File: src/rtl/l2norm_stream_arbiter.sv
// Packet-granular round-robin arbiter sharing one L2-norm engine between N_REQ
// AXI-Stream requesters; tags each engine result with the index of its source.
module l2norm_stream_arbiter #(
  parameter int N_REQ  = 4,
  parameter int DATA_W = 64,
  parameter int RES_W  = 32,
  parameter int ID_W   = $clog2(N_REQ)
) (
  input  logic                    clock,
  input  logic                    reset,
  input  logic [N_REQ*DATA_W-1:0] s_tdata,
  input  logic [N_REQ-1:0]        s_tvalid,
  input  logic [N_REQ-1:0]        s_tlast,
  output logic [N_REQ-1:0]        s_tready,
  input  logic [N_REQ-1:0]        req_en,
  output logic [DATA_W-1:0]       eng_in_tdata,
  output logic                    eng_in_tvalid,
  output logic                    eng_in_tlast,
  input  logic                    eng_in_tready,
  input  logic [RES_W-1:0]        eng_out_tdata,
  input  logic                    eng_out_tvalid,
  output logic                    eng_out_tready,
  output logic [RES_W-1:0]        m_tdata,
  output logic [ID_W-1:0]         m_tid,
  output logic                    m_tvalid,
  output logic                    m_tlast,
  input  logic                    m_tready,
  output logic                    busy,
  output logic [31:0]             pkt_count
);

  // state    | meaning
  // ST_IDLE  | no owner; pick next eligible requester at or after rr_q
  // ST_GRANT | requester g_q owns the engine input until its tlast handshake
  typedef enum logic {ST_IDLE = 1'b0, ST_GRANT = 1'b1} state_t;

  state_t            state_q;
  logic [ID_W-1:0]   g_q, rr_q, tag_q;
  logic              busy_q;
  logic [31:0]       pkt_count_q;

  logic [DATA_W-1:0] beat [N_REQ];
  logic [N_REQ-1:0]  elig;
  logic [ID_W-1:0]   pick_d, g_inc_d;
  logic              any_elig, grant, block, last_hs;

  for (genvar i = 0; i < N_REQ; i++) begin : g_beat
    assign beat[i] = s_tdata[i*DATA_W +: DATA_W];
  end

  // Walk offsets from high to low so the smallest offset from rr_q wins.
  always_comb begin : pick
    logic [ID_W:0] cand;
    cand     = '0;
    pick_d   = rr_q;
    any_elig = 1'b0;
    elig     = s_tvalid & req_en;
    for (int k = N_REQ - 1; k >= 0; k--) begin
      cand = {1'b0, rr_q} + (ID_W+1)'(k);
      if (cand >= (ID_W+1)'(N_REQ)) cand = cand - (ID_W+1)'(N_REQ);
      if (elig[cand[ID_W-1:0]]) begin
        pick_d   = cand[ID_W-1:0];
        any_elig = 1'b1;
      end
    end
  end

  always_comb begin
    g_inc_d = g_q + 1'b1;
    if (g_q == ID_W'(N_REQ - 1)) g_inc_d = '0;
  end

  // A last beat may not enter while the engine still holds an unconsumed result.
  always_comb begin
    grant         = (state_q == ST_GRANT);
    eng_in_tdata  = beat[g_q];
    eng_in_tlast  = s_tlast[g_q];
    block         = s_tlast[g_q] && eng_out_tvalid && !m_tready;
    eng_in_tvalid = grant && s_tvalid[g_q] && !block;
    s_tready      = '0;
    s_tready[g_q] = grant && eng_in_tready && !block;
    last_hs       = eng_in_tvalid && eng_in_tready && s_tlast[g_q];
  end

  always_ff @(posedge clock) begin
    if (!reset) begin
      state_q     <= ST_IDLE;
      g_q         <= '0;
      rr_q        <= '0;
      tag_q       <= '0;
      busy_q      <= 1'b0;
      pkt_count_q <= '0;
    end else begin
      pkt_count_q <= pkt_count_q + 32'(m_tvalid && m_tready);
      case (state_q)
        ST_IDLE: begin
          if (any_elig) begin
            g_q     <= pick_d;
            state_q <= ST_GRANT;
            busy_q  <= 1'b1;
          end
        end
        ST_GRANT: begin
          if (last_hs) begin
            tag_q   <= g_q;
            rr_q    <= g_inc_d;
            state_q <= ST_IDLE;
            busy_q  <= 1'b0;
          end
        end
      endcase
    end
  end

  assign m_tdata        = eng_out_tdata;
  assign m_tvalid       = eng_out_tvalid;
  assign m_tlast        = eng_out_tvalid;
  assign eng_out_tready = m_tready;
  assign m_tid          = tag_q;
  assign busy           = busy_q;
  assign pkt_count      = pkt_count_q;

endmodule

File: config.mk
export PLATFORM = sky130hd
export DESIGN_NAME = l2norm_stream_arbiter
export DESIGN_NICKNAME = d
export VERILOG_FILES = /design/src/rtl/l2norm_stream_arbiter.sv
export SDC_FILE = /design/constraint.sdc
export NUM_CORES = 1
export LEC_CHECK = 0
export ABC_CLOCK_PERIOD_IN_PS = 3800
export CORE_AREA = 3 3 171 173
export CTS_BUF_LIST = sky130_fd_sc_hd__clkbuf_8 sky130_fd_sc_hd__clkbuf_16
export DETAILED_ROUTE_END_ITERATION = 12
export DIE_AREA = 0 0 174 176
export MAX_ROUTING_LAYER = met4
export PLACE_DENSITY = 0.43
export SYNTH_ARGS = -nofsm -noshare
export SYNTH_HDL_FRONTEND = slang
export SYNTH_SLANG_ARGS = --single-unit
export TNS_END_PERCENT = 30
File: constraint.sdc
create_clock -name clock -period 3.8 [get_ports clock]
set_input_delay 0.76 -clock clock [delete_from_list [all_inputs] [get_ports clock]]
set_output_delay 0.76 -clock clock [all_outputs]
set_load 0.01 [all_outputs]
## Word level (Yosys, flattened, before mapping)

Cells that the tools add are included.

| word-level totals | value |
|---|---|
| register bits | 40 |
| output and inout port bits | 140 |

| operators by class | value |
|---|---|
| equality and inequality tests | 3 |
| bitwise gates (word level) | 4 |
| magnitude comparators | 11 |
| add/subtract/negate cells | 9 |
| multiplexer cells | 36 |
| reductions and logical operators | 15 |

Operators by type and width:

| operator | count |
|---|---|
| $bmux 64 s2 | 1 |
| $mux 64 | 2 |
| $add 32x1->32 | 1 |
| $mux 2 | 9 |
| $lt 2x3->1 const B | 5 |
| $mux 1 | 15 |
| $bmux 1 s2 | 6 |
| $ge 3x3->1 const B | 4 |
| $logic_and 1x1->1 | 10 |
| $and 4x4->4 | 2 |
| $sub 2x1->2 const B | 4 |
| $add 2x2->3 const B | 2 |
| $reduce_and 2->1 | 3 |
| $pmux 1 s2 | 2 |
| $add 2x1->3 const B | 1 |
| $ge 2x3->1 const B | 1 |
| $not 2->3 | 1 |
| $add 2x1->2 const B | 1 |
| $demux 1 s2 | 1 |
| $eq 2x2->1 const B | 1 |
| $ge 2x1->1 const B | 1 |
| $logic_not 1->1 | 2 |
| $ne 2x1->1 const B | 1 |
| $ne 2x2->1 const B | 1 |
| $not 1->1 | 1 |

## Logic depth before layout (Yosys ltp)

| depth | value |
|---|---|
| depth in word-level cells | 11 |
| gate-level depth with buffers | 7 |
| gate-level depth less buffers | 7 |

## Worst setup path before layout

OpenSTA, ideal clock, no wires.

| timing path | value |
|---|---|
| path type | input to output |
| start | input s_tlast[3] |
| end | output s_tready[0] |
| data required time | 3040 ps |
| arrival time | 1691 ps |
| slack | 1349 ps |
| stages on the path | 4 |
| cell sequence | mux4_2 -> nand2_1 -> and3_1 -> and2_1 |

| between the ends | value |
|---|---|
| word-level cells in the longest chain between the ends | 7 |

RTL lines:

| what | RTL line | text |
|---|---|---|
| start: declaration | 13 | `input logic [N_REQ-1:0] s_tlast,` |
| $bmux 1 s2 | 78 | `block = s_tlast[g_q] && eng_out_tvalid && !m_tready;` |
| $mux 1 (not written as such) | 78 |  |
| $logic_and 1x1->1 (2 in series) | 78 |  |
| $logic_not 1->1 | 81 | `s_tready[g_q] = grant && eng_in_tready && !block;` |
| $logic_and 1x1->1 | 81 |  |
| $and 4x4->4 (no source line) | n/a |  |
| end: declaration | 14 | `output logic [N_REQ-1:0] s_tready,` |

Every way passes these cells. The select of a mux whose other input is x is not followed.

## Worst setup path in the final report

| timing path | value |
|---|---|
| start | input s_tlast[0] |
| end | output s_tready[1] |

Same word-level chain as after synthesis.

==> key figures <==
Floorplanning
  • Core Footprint: 27780 sq um
  • Die extent in y: 176 um
  • Die area: 30620 sq um
  • Effective utilization at floorplan: 14.26%
  • Num rows: 61
  • Horizontal die dimension: 174 um
  • Count of pins on the block boundary: 445

Placement
  • Placed cells: 1063
  • Final HPWL from detailed placement: 23130 um
  • Port-buffer cells: 380
  • Routability Congestion: 0.8174
  • Post-placement worst setup slack: 0.1677 ns

Clocking
  • H-tree depth: 2
  • Number of buffers created by CTS: 5
  • Clock latency reported for the late side of the worst-skew pair: 0.29 ns
  • Total number of clock tree sinks: 40
  • Maximum buffer depth of the clock tree: 2
  • Clock Root Buffer: sky130_fd_sc_hd__clkbuf_16
  • Post-cts gate resize count: 0
  • Post-CTS setup repair buffer count: 0
  • CTS tree: yes
  • Post-CTS Hold Buffers: 0
  • Clock Pin Slew Worst Setup and Hold Paths: 0.06 ns

Drt
  • Remaining antenna violation count after routing: 0
  • Number of vias per cell after detailed routing: 4.175
  • Final routed wirelength across all metal layers: 26470 um
  • DR iter-0 viols: 231
  • DRC viols: 0
  • Total via count after detailed routing: 4517
  • Wire per inst: 24.46 um
  • First drt pass iteration count: 4

STA
  • Slew Limit Headroom: 57.55%
  • Final slew viol count: 0
  • Setup repair after global routing missed its margin: no
  • Final period utilization: 95.09%
  • Max Clock Freq: 276.7 MHz
  • Summed negative setup slack over all endpoints: 0 ns
  • Clock tree skew after final layout: 0.007589 ns
  • Shortest period the worst path allows: 3.614 ns
  • Total count of hold-check failures in the final report: 0
  • Setup violation total in the final timing report: 0
  • Worst-margin pin slew: 0.6348 ns
  • Worst setup slack after layout: 0.1865 ns

Power and ir drop
  • Power density relative to cell area: 216.4 nW/um^2
  • Sum of internal, switching and leakage power: 1749 uW
  • IR Drop Worst-Case VDD: 0.0001561 V
  • LEAKAGE: 0.002641 uW

Critical path
  • CP Class: primary input to output port
  • Data required time of the worst path: 3.04 ns
  • Worst Setup Start Kind: primary input
  • Endpoint of the lowest-slack register-to-register path: rr_q[0]
  • Slack of the worst reg-to-reg path: 1.55 ns
  • Setup crit end kind: output port
  • Worst-path maximum fanout: 4
  • Number of cells traversed by the worst register-to-register path: 5
  • Data arrival time of the worst path: 2.85 ns
  • Worst reg2reg startpoint: g_q[1]

Global routing
  • Largest net degree at the start of global routing: 61
  • Routing usage on met1: 19.71%
  • Met2 Usage GRT: 27.59%
  • Most congested layer reported by global routing: met2
  • Number of antenna violations at the first check in global routing: 10
  • Met3 demand-to-capacity share in global routing: 6.968%
  • All-Layer GR Usage: 16.90%
  • First-pass GRT wire length: 35980 um
  • Number of global-route vias before repair: 4715
  • GRT Residual Overflow: 0

Logic synthesis
  • Mean instance size in the synthesized netlist: 10.97 sq um
  • Cell area after synthesis: 3961 sq um
  • Synthesized flop and latch total: 40
  • Total of warnings raised by yosys: 0
  • Synthesized instance count: 361
  • Number of synthesized flops with an enable pin: 0
  • Share of synthesized area occupied by flip-flops and latches: 20.21%
  • Share of synthesized registers carrying an async set or reset: 0%
  • Syn_nets: 672
  • Most frequent cell after synthesis: sky130_fd_sc_hd__mux4_2
  • Post-synth top area share: 37.52%
  • Leading post-synthesis cells by instance count: sky130_fd_sc_hd__mux4_2 (66), sky130_fd_sc_hd__dfxtp_1 (40), sky130_fd_sc_hd__buf_4 (37), sky130_fd_sc_hd__nand2_1 (28), sky130_fd_sc_hd__nor2_1 (16)
  • Distinct cell type count after synthesis: 52
  • Prevailing post-synth register cell: sky130_fd_sc_hd__dfxtp_1
  • Synth top area cells: sky130_fd_sc_hd__mux4_2 (38%), sky130_fd_sc_hd__dfxtp_1 (20%), sky130_fd_sc_hd__buf_4 (7.0%), sky130_fd_sc_hd__nand2_1 (2.7%), sky130_fd_sc_hd__mux2i_1 (2.0%)
  • Cell taking the most area after synthesis: sky130_fd_sc_hd__mux4_2

Cells and area
  • NumNets Final: 1003
  • Share of final-layout standard cells stronger than drive strength 1: 13.13%
  • Sequential cell area in the final layout: 808.3 sq um
  • Fill cell total of the finished layout: 2927
  • Footprint of the multi-input gates: 2738 sq um
  • Non-filler cells in the finished layout: 1082
  • Area Overhead vs Synth: 104.0%

Hold path
  • Endpoint with the worst hold slack: m_tid[1]
  • Hold-critical path depth: 2
  • Min-Delay Path Class: flop to flop
  • Worst Hold Launch: m_tid[1]

Job
  • Max-Cap Viols: 0

Outcome
  • Run status: complete, no violations
## worst max-delay path, stage by stage
cell                              delay (ns)
sky130_fd_sc_hd__clkdlybuf4s50_1        0.43
sky130_fd_sc_hd__mux4_2                 0.49
sky130_fd_sc_hd__nand2_1                0.09
sky130_fd_sc_hd__and3_1                 0.33
sky130_fd_sc_hd__and2_1                 0.20
sky130_fd_sc_hd__clkdlybuf4s50_1        0.55
## cells by family (layout without fill, tap and decap cells)
logic type	after synthesis	in the layout	share of synthesized area, %
AND/OR/NAND/NOR	117	117	17.34
multiplexers	74	74	39.55
buffers and inverters	68	400	10.68
AO/OA/AOI/OAI	44	44	7.676
flip-flops	40	40	20.21
XOR/XNOR	12	12	2.653
adder cells (fa/ha/maj)	6	6	1.895
other	0	11	0
## how the worst max path moves through the flow
| stage | slack [ns] | cells past startpoint | start | end |
|---|---|---|---|---|
| finish | 0.19 | 6 | s_tlast[0] | s_tready[1] |
| global route | 0.13 | 6 | s_tlast[2] | s_tready[1] |
| CTS | 0.14 | 6 | s_tlast[0] | s_tready[1] |
| detailed placement | 0.17 | 6 | s_tlast[0] | s_tready[1] |
| global placement | 0.17 | 6 | s_tlast[3] | s_tready[1] |
| floorplan | 1.35 | 4 | s_tlast[3] | s_tready[0] |
## metal layers
metal / vias to the layer above / share of wire [%]
li1: 2074 / -
met1: 2224 / 40
met2: 199 / 49
met3: 20 / 9.0
met4: 0 / 1.1
met5: - / 0
## power by group
| part | switching [uW] | total (uW) | internal, uW |
|---|---|---|---|
| Combinational | 291 | 853 | 562 |
| Sequential | 18.7 | 445 | 426 |
| Clock | 175 | 452 | 277 |
| Total | 484 | 1750 | 1270 |
## placed cells by master, fill, tap and decap left out, types with 3 or more instances in the layout
| master | synthesis | final |
|---|---|---|
| sky130_fd_sc_hd__clkdlybuf4s50_1 | 0 | 380 |
| sky130_fd_sc_hd__mux4_2 | 66 | 66 |
| sky130_fd_sc_hd__dfxtp_1 | 40 | 38 |
| sky130_fd_sc_hd__nand2_1 | 28 | 28 |
| sky130_fd_sc_hd__nor2_1 | 16 | 16 |
| sky130_fd_sc_hd__a21oi_1 | 13 | 13 |
| sky130_fd_sc_hd__diode_2 | 0 | 11 |
| sky130_fd_sc_hd__nand3_1 | 11 | 11 |
| sky130_fd_sc_hd__and3_1 | 10 | 10 |
| sky130_fd_sc_hd__and2_1 | 9 | 9 |
| sky130_fd_sc_hd__o31ai_1 | 8 | 8 |
| sky130_fd_sc_hd__or4_1 | 8 | 8 |
| sky130_fd_sc_hd__mux2i_1 | 8 | 8 |
| sky130_fd_sc_hd__inv_1 | 6 | 7 |
| sky130_fd_sc_hd__xor2_1 | 7 | 7 |
| sky130_fd_sc_hd__nand4_1 | 6 | 6 |
| sky130_fd_sc_hd__nand2b_1 | 6 | 6 |
| sky130_fd_sc_hd__ha_1 | 6 | 6 |
| sky130_fd_sc_hd__xnor2_1 | 5 | 5 |
| sky130_fd_sc_hd__o21ai_0 | 5 | 5 |
| sky130_fd_sc_hd__clkbuf_16 | 0 | 5 |
| sky130_fd_sc_hd__nor4_2 | 4 | 4 |
| sky130_fd_sc_hd__buf_4 | 37 | 4 |
| sky130_fd_sc_hd__nor3_1 | 3 | 3 |
| sky130_fd_sc_hd__a31oi_1 | 3 | 3 |
## final cells by class
| cell class | instances | share of cell area (%) |
|---|---|---|
| Antenna cell | 11 | 0.3406 |
| Clock buffer | 7 | 1.889 |
| Clock inverter | 1 | 0.04644 |
| Inverter | 7 | 0.3251 |
| Multi-Input combinational cell | 253 | 33.87 |
| Sequential cell | 40 | 10.00 |
| Tap cell | 378 | 5.851 |
| Timing Repair Buffer | 385 | 47.68 |
## metrics by stage
step,hold slack [ns],utilization [%],instance area [sq um]
after floorplan,0.4613,-,3961
after global placement,0.4457,28.43,7899
after detailed placement,0.4552,28.43,7899
after CTS,0.4652,28.99,8055
after global routing,0.5018,29.08,8080
final,0.4606,29.09,8083
## sequential cells by signal, indices dropped and copies added (netlist names)
name and cells:
grant 1, rr_q 2, m_tid 2, g_q 2
busy 1, pkt_count 32
Note: power is estimated with default switching activity, not from simulation.
